$ cat src/rtl/rc4_key_search_ctrl.sv
// rc4_key_search_ctrl
// -------------------
// Top-level sequencer for the RC4 brute-force key search. For every
// candidate key it runs the three datapath phases in strict order:
// s_memory init, KSA shuffle, then decrypt. Only one phase runs at a time,
// so each phase owns s_memory exclusively. While decrypt runs, the writes
// into decrypted_message are snooped and judged for printable plaintext.
// The key is stepped until a pass yields a clean message or the range ends.
//
// Handshake: every *_start output is a one-cycle pulse issued from a
// dedicated state. The matching *_done input is a one-cycle pulse that is
// only honoured in that phase's W_ state; a done arriving anywhere else is
// dropped. decrypt_abort is a one-cycle pulse that asks decrypt to stop
// early. Decrypt still answers it with decrypt_done.
//
// Ports:
//   clk, reset_n          system clock, asynchronous active-low reset
//   start                 begin a search (honoured in IDLE, FOUND, FAIL)
//   init_start/init_done  s_memory init FSM handshake
//   shuffle_start/_done   KSA shuffle FSM handshake
//   decrypt_start/_done   decrypt FSM handshake
//   decrypt_abort         early-termination request to decrypt
//   mon_wren, mon_data    snooped decrypted_message write port
//   secret_key            current candidate key
//   busy, found, fail     search status
module rc4_key_search_ctrl #(
    parameter int                     KEY_WIDTH = 24,
    parameter logic [KEY_WIDTH-1:0]   KEY_START = 24'h000000,
    parameter logic [KEY_WIDTH-1:0]   KEY_END   = 24'h3FFFFF,
    parameter logic [KEY_WIDTH-1:0]   KEY_STEP  = 24'h000001,
    parameter int                     MSG_LEN   = 32
) (
    input  logic                 clk,
    input  logic                 reset_n,
    input  logic                 start,
    output logic                 init_start,
    input  logic                 init_done,
    output logic                 shuffle_start,
    input  logic                 shuffle_done,
    output logic                 decrypt_start,
    output logic                 decrypt_abort,
    input  logic                 decrypt_done,
    input  logic                 mon_wren,
    input  logic [7:0]           mon_data,
    output logic [KEY_WIDTH-1:0] secret_key,
    output logic                 busy,
    output logic                 found,
    output logic                 fail
);

    localparam int CNT_W = $clog2(MSG_LEN + 1);
    localparam logic [CNT_W-1:0] MSG_LEN_C = CNT_W'(MSG_LEN);

    typedef enum logic [3:0] {
        S_IDLE   = 4'd0,
        S_INIT   = 4'd1,
        S_W_INIT = 4'd2,
        S_SHUF   = 4'd3,
        S_W_SHUF = 4'd4,
        S_DEC    = 4'd5,
        S_W_DEC  = 4'd6,
        S_CHECK  = 4'd7,
        S_NEXT   = 4'd8,
        S_FOUND  = 4'd9,
        S_FAIL   = 4'd10
    } state_t;

    state_t           state;
    state_t           state_next;
    logic             bad_flag;
    logic [CNT_W-1:0] byte_cnt;
    logic             key_load;
    logic             key_step;
    logic             pass_clear;
    logic             byte_valid;
    logic             snoop;
    // One extra bit so that stepping past the top of the key space is
    // detected instead of wrapping around to a small key.
    logic [KEY_WIDTH:0] key_next;

    assign byte_valid = ((mon_data >= 8'h61) && (mon_data <= 8'h7A)) || (mon_data == 8'h20);
    // Snooping is active in W_DEC, including the cycle in which decrypt_done
    // arrives, so a final write coincident with done is still judged.
    assign snoop      = (state == S_W_DEC) && mon_wren;
    assign key_next   = {1'b0, secret_key} + {1'b0, KEY_STEP};

    // State register
    always_ff @(posedge clk or negedge reset_n) begin
        if (!reset_n) begin
            state <= S_IDLE;
        end else begin
            state <= state_next;
        end
    end

    // Next-state and Moore outputs
    always_comb begin
        state_next    = state;
        init_start    = 1'b0;
        shuffle_start = 1'b0;
        decrypt_start = 1'b0;
        busy          = 1'b1;
        found         = 1'b0;
        fail          = 1'b0;
        key_load      = 1'b0;
        key_step      = 1'b0;
        pass_clear    = 1'b0;
        case (state)
            S_IDLE: begin
                busy = 1'b0;
                if (start) begin
                    state_next = S_INIT;
                end
            end
            S_FOUND: begin
                busy  = 1'b0;
                found = 1'b1;
                if (start) begin
                    key_load   = 1'b1;
                    state_next = S_INIT;
                end
            end
            S_FAIL: begin
                busy = 1'b0;
                fail = 1'b1;
                if (start) begin
                    key_load   = 1'b1;
                    state_next = S_INIT;
                end
            end
            S_INIT: begin
                init_start = 1'b1;
                state_next = S_W_INIT;
            end
            S_W_INIT: begin
                if (init_done) begin
                    state_next = S_SHUF;
                end
            end
            S_SHUF: begin
                shuffle_start = 1'b1;
                state_next    = S_W_SHUF;
            end
            S_W_SHUF: begin
                if (shuffle_done) begin
                    state_next = S_DEC;
                end
            end
            S_DEC: begin
                decrypt_start = 1'b1;
                pass_clear    = 1'b1;
                state_next    = S_W_DEC;
            end
            S_W_DEC: begin
                if (decrypt_done) begin
                    state_next = S_CHECK;
                end
            end
            S_CHECK: begin
                if (!bad_flag && (byte_cnt == MSG_LEN_C)) begin
                    state_next = S_FOUND;
                end else begin
                    state_next = S_NEXT;
                end
            end
            S_NEXT: begin
                // On exhaustion the key is left on the last one tried.
                if (key_next > {1'b0, KEY_END}) begin
                    state_next = S_FAIL;
                end else begin
                    key_step   = 1'b1;
                    state_next = S_INIT;
                end
            end
            default: begin
                busy       = 1'b0;
                state_next = S_IDLE;
            end
        endcase
    end

    // Plaintext judging and abort pulse
    always_ff @(posedge clk or negedge reset_n) begin
        if (!reset_n) begin
            bad_flag      <= 1'b0;
            byte_cnt      <= '0;
            decrypt_abort <= 1'b0;
        end else begin
            // Abort only on the first bad byte of a pass. If decrypt is
            // already reporting done there is nothing left to abort.
            decrypt_abort <= snoop && !byte_valid && !bad_flag && !decrypt_done;
            if (pass_clear) begin
                bad_flag <= 1'b0;
                byte_cnt <= '0;
            end else if (snoop) begin
                if (byte_cnt != MSG_LEN_C) begin
                    byte_cnt <= byte_cnt + 1'b1;
                end
                if (!byte_valid) begin
                    bad_flag <= 1'b1;
                end
            end
        end
    end

    // Candidate key: changes only on reload at start or in NEXT, so it is
    // stable across a whole init/shuffle/decrypt pass.
    always_ff @(posedge clk or negedge reset_n) begin
        if (!reset_n) begin
            secret_key <= KEY_START;
        end else if (key_load) begin
            secret_key <= KEY_START;
        end else if (key_step) begin
            secret_key <= key_next[KEY_WIDTH-1:0];
        end
    end

endmodule
$ cat config.mk
export PLATFORM = sky130hd
export DESIGN_NAME = rc4_key_search_ctrl
export DESIGN_NICKNAME = d
export VERILOG_FILES = /design/src/rtl/rc4_key_search_ctrl.sv
export SDC_FILE = /design/constraint.sdc
export NUM_CORES = 1
export LEC_CHECK = 0
export ABC_AREA = 0
export CAP_MARGIN = 25
export CELL_PAD_IN_SITES_DETAIL_PLACEMENT = 1
export CELL_PAD_IN_SITES_GLOBAL_PLACEMENT = 1
export CORE_MARGIN = 2
export CORE_UTILIZATION = 35
export CTS_CLUSTER_DIAMETER = 120
export CTS_CLUSTER_SIZE = 25
export DETAILED_ROUTE_END_ITERATION = 7
export GPL_ROUTABILITY_DRIVEN = 0
export GPL_TIMING_DRIVEN = 0
export PLACE_DENSITY = 0.87
export SLEW_MARGIN = 0
export SYNTH_ARGS = -nofsm -noshare
export SYNTH_HDL_FRONTEND = slang
export SYNTH_SLANG_ARGS = --single-unit
$ cat constraint.sdc
create_clock -name clk -period 3 [get_ports clk]
set_input_delay 0.45 -clock clk [delete_from_list [all_inputs] [get_ports clk]]
set_output_delay 0.45 -clock clk [all_outputs]
set_load 0.1 [all_outputs]
# Yosys cells after proc, flatten, opt, wreduce, memory -nomap -nowiden
# Index checks and enable logic that the tools add are counted.
# word_totals
ff_bits	36
latch_bits	0
mem_bits_rw	0
mem_bits_ro	0
word_cells	73
mem_count	0
# op_classes
n_addsub	2
multipliers	0
div	0
magnitude_cmp	3
eq_ne	18
shift	0
muxes	25
n_bitwise	0
reduce_logical	20
# ops
operator	count
$mux W24	2
$pmux W4 S9	1
$add A24 B1 Y25 const B	1
$gt A25 B22 Y1 const B	1
$mux W4	5
$mux W6	3
$eq A4 B3 Y1 const B	4
$mux W1	14
$eq A4 B4 Y1 const B	3
$eq A4 B2 Y1 const B	2
$eq A8 B6 Y1 const B	1
$ge A8 B7 Y1 const B	1
$le A8 B7 Y1 const B	1
$ne A2 B2 Y1 const B	4
$reduce_or A8 Y1	1
$add A6 B1 Y6 const B	1
$eq A6 B6 Y1 const B	1
$logic_and A1 B1 Y1	6
$ne A6 B6 Y1 const B	1
$reduce_bool A2 Y1	3
$eq A4 B1 Y1 const B	1
$logic_not A4 Y1	1
$reduce_and A2 Y1	2
$reduce_and A4 Y1	1
5 further kinds	7

# Depth between registers and ports, before layout
# depth
word_depth	7
mapped_depth	11
depth_no_buf	10

# Worst setup path after synthesis
# Ideal clock, no wire load.
# synth_timing
kind	register -> register
from	reg secret_key[0]
to	reg secret_key[16]
setup_ns	0.127
t_arrival_ns	3.359
required_time_ns	2.873
setup_slack_ns	-0.486
stages_incl_launch_ff	11
n_path_buf	1
synth_period_minus_slack_ns	3.486
path_cell_list	dfrtp_1 ha_1 and4_1 nand2_1 or3_1 a2111oi_0 and4_4 nor3_4 buf_6 and3_1 a221o_1
# synth_between
elab_chain_cells	5
elab_cells_between_ends	7
classes_between	add/sub (1); order compare (1); mux (4); reduce/logical (1)
# synth_lines
item	line_no	rtl
start: declaration	45	output logic [KEY_WIDTH-1:0] secret_key,
start signal: assignment	214	secret_key <= key_next[KEY_WIDTH-1:0];
$add A24 B1 Y25 *	85	assign key_next = {1'b0, secret_key} + {1'b0, KEY_STEP};
$gt A25 B22 Y1	168	if (key_next > {1'b0, KEY_END}) begin
$mux W1	168	
$mux W1	108	case (state)
$reduce_bool A2 Y1 (no source line)	--	
# Every way passes the cells marked *; elsewhere a longest branch is shown, timed or not. The select of a mux whose other input is x is not followed.
# A chain may end at the register's enable or synchronous reset.

# Worst setup path after layout
# layout_timing
from	reg secret_key[3]
to	reg secret_key[9]
# The elaborated chain is that of the path after synthesis.

==> results.py <==
metrics = {
    "route": {
        "detail_route.wl_per_cell_um": 19.04,
        "postRouteAntennaNets": 0,
        "highest_layer": "met4",
        "drc": 0,
        "routed_via_density": 5.816,
        "wl_met3_um": 311,
        "drt_pass1_iterations": 4,
        "routed_wl_um": 7978,
        "dr_wl_met2_um": 4014,
        "m1WireLength_um": 3529,
        "num_vias": 2437,
        "first_iter_violations": 78,
    },
    "timing": {
        "hold_slack_ns": 0.2546,
        "setup_viol_count_final": 5,
        "finalCriticalPeriod_ns": 3.031,
        "fin_crit_sh_pct": 101.0,
        "slew_viol_final": 0,
        "fmax_mhz": 329.9,
        "grt_setup_unrepaired": "true",
        "fin_skew_ns": 0.008019,
        "worst_pin_slew_ns": 0.9769,
        "hold_viol_final": 0,
        "worst_slack_ns": -0.03115,
        "relSlewSlack_pct": 34.67,
        "setup_tns_ns": -0.06146,
    },
    "floorplan": {
        "start_util_pct": 35.80,
        "core_area_mm2": 0.006756,
        "die_area_mm2": 0.007591,
        "num_io_pins": 46,
        "num_rows": 30,
        "die_h_um": 87.13,
        "die_w_um": 87.13,
    },
    "clock_tree": {
        "clock-sinks": 36,
        "cts_buffer_depth": 2,
        "clk_pin_slew_worst_paths_ns": 0.08,
        "clock-root-buffer": "clkbuf_8",
        "cts_tree": "built",
        "numCtsBuffers": 5,
        "ctsHoldBuffers": 0,
        "clk_latency_ns": 0.30,
        "h-tree-depth": 2,
    },
    "critical_path": {
        "crit_path_start_kind": "flop",
        "crit_type": "reg2reg",
        "crit_fanout": 9,
        "cp_data_arrival_time_ns": 3.21,
        "end_kind": "flop",
        "cp.required_ns": 3.18,
    },
    "cells_and_area": {
        "fillers": 783,
        "diodes": 0,
        "nNetsFinal": 357,
        "drive_gt1_share_pct": 24.78,
        "area_growth_pct": 44.59,
        "instances_no_fill": 419,
    },
    "synth": {
        "ys_warn_count": 0,
        "mappedNetlistNets": 293,
        "synth_cells": 274,
        "ys_seq_area_share_pct": 37.25,
        "synth_edf_count": 0,
        "yosysTopAreaCell": "dfrtp_1",
        "synth_area_mm2": 0.002419,
        "synth-compound-area-share_pct": 20.33,
        "post-synth-top-count-cell": "dfrtp_1",
        "synth_seq_cells": 36,
        "synth.distinct_cells": 52,
        "synth_ff_type": "dfrtp_1",
        "synth_top_family_by_area": "simple AND/OR/NAND/NOR gates",
        "syn_avg_cell_area_um2": 8.827,
        "synthMuxAreaShare_pct": 1.345,
        "synth_fa_ha_area_share_pct": 2.069,
        "synth-xor-area-share_pct": 3.259,
        "synthTopCellsByArea": "dfrtp_1, a221o_1, nor2_1, nand2_1, and3_1",
        "synthDominantCellAreaShare_pct": 37.25,
        "synthArstFlopShare_pct": 100.0,
        "yosys.area_share.simple_pct": 32.18,
        "yosys-top-cells-count": "dfrtp_1, nor2_1, nand2_1",
    },
    "power_and_ir_drop": {
        "pwr_density_cell_mw_per_mm2": 767.0,
        "swShare_pct": 46.39,
        "p_comb_share_pct": 51.6,
        "ir_worst_vdd_mv": 0.5087,
        "power_uw": 2682,
        "p_switching_uw": 1244,
        "pwr-share-clk_pct": 22.8,
        "power_frac_seq_pct": 25.5,
        "p_int_uw": 1438,
        "p_leak_uw": 0.001478,
    },
    "global_routing": {
        "grt_max_degree": 37,
        "track_usage_pct": 20.51,
        "grt_pass1_vias": 2508,
        "antenna_found_initial": 0,
        "grt_first_pass_wirelength_um": 12500,
        "overflow": 0,
    },
    "hold_path": {
        "hold_path.class": "in2async",
    },
    "outcome": {
        "status": "finished, violations left",
        "violations": "setup timing",
    },
    "job": {
        "maxCapViolCount": 0,
    },
    "place": {
        "place_ws_ns": -0.2015,
        "dpl.hpwl_um": 4883,
        "port_buffers": 45,
        "dp_cells": 399,
    },
}
-- power groups by stage --
stage / Sequential, uW / Combinational (uW) / Clock, uW
2_1_floorplan: 905 / 743 / 0
3_3_place_gp: 691 / 1240 / 0
3_5_place_dp: 697 / 1260 / 0
4_1_cts: 679 / 1310 / 621
5_1_grt: 701 / 1490 / 639
6_report: 685 / 1380 / 612
-- area by class of cell --
class                   count  area (um2)  share of cell area (%)
inverters                   6       25.02                  0.7156
multi-input cells         219        1590                   45.47
flip-flops and latches     36       932.1                   26.65
well taps                  80       100.1                   2.862
repair buffers             58       588.1                   16.82
clock inverters             3       90.09                   2.576
clock buffers               5       68.82                   1.968
plain buffers              12       102.6                   2.934
-- worst max-delay path, cell delays in order, from the launching register on --
cell and delay (ns):
dfrtp_4 0.42, buf_6 0.14, nand3_4 0.11, or4_4 0.62
or3_4 0.41, a22oi_2 0.22, and4_4 0.28, nor3_4 0.08
buf_12 0.16, buf_8 0.13, a221o_1 0.34
-- worst paths after layout --
check                              start  slack (ns)            end  cells after the start
setup reg to reg           secret_key[3]       -0.03  secret_key[9]                     10
hold / removal                   reset_n        0.25  secret_key[5]                      1
setup / recovery           secret_key[3]       -0.03  secret_key[9]                     10
max in group asynchronous        reset_n        2.13  secret_key[1]                      1
min in group clk                bad_flag        0.47  decrypt_abort                      1
hold reg to reg                 bad_flag        0.47  decrypt_abort                      1
-- stage by stage --
step,cell area (um2),util (%)
after global routing,3497,51.76
after CTS,3322,49.17
after detailed placement,3039,44.98
after global placement,3044,45.06
final,3497,51.76
after floorplan,2494,-
-- registers in the layout, indices dropped and copies added, names as in the netlist --
signal,count
secret_key,24
byte_cnt,6
state,4
bad_flag,1
decrypt_abort,1
-- what timing repair did --
item / CTS / global route
pin swaps: 5 / 7
cloned: 0 / 3
setup buffers: 8 / 2
setup endpoints to repair: 28 / 29
resized for setup: 18 / 39
endpoints found under the hold margin: 0 / 0
-- cells by family after synthesis --
| kind of cell | Yosys count |
|---|---|
| AND/OR/NAND/NOR | 137 |
| AO/OA/AOI/OAI | 66 |
| flip-flops | 36 |
| buffers and inverters | 19 |
| XOR/XNOR | 9 |
| adder cells (fa/ha/maj) | 4 |
| multiplexers | 3 |
-- cells in the final DEF (no fill, tap or decap), drive strengths merged, types with 3 or more instances in the layout --
cell type,synthesis,routed
a21bo,3,3
nand4b,3,3
nor2,29,29
a22oi,4,4
xnor2,4,4
nand2b,5,5
a211oi,3,3
clkbuf,5,12
and4,4,4
and3,13,13
nand2,23,23
a221o,12,12
nand3,13,13
nor2b,4,4
a21oi,7,7
xor2,5,5
and2,8,8
clkdlybuf4s50,0,38
o21ai,12,12
bufinv,0,3
or3,7,7
nor3,6,6
buf,8,20
nor4b,3,3
dfrtp,36,36
a21boi,6,6
o31ai,3,3
nand4,6,6
ha,4,4
inv,6,6
nor3b,3,3
nor4,5,5
dlymetal6s2s,0,3
a21o,8,8
-- per-layer routing --
metal  global-route usage (%)  vias to the layer above
li1                         -                     1148
met1                    26.28                     1220
met2                    36.71                       58
met3                    3.223                       11
met4                    3.776                        0
met5                        0                        -
Note: power is estimated with default switching activity, not from simulation.
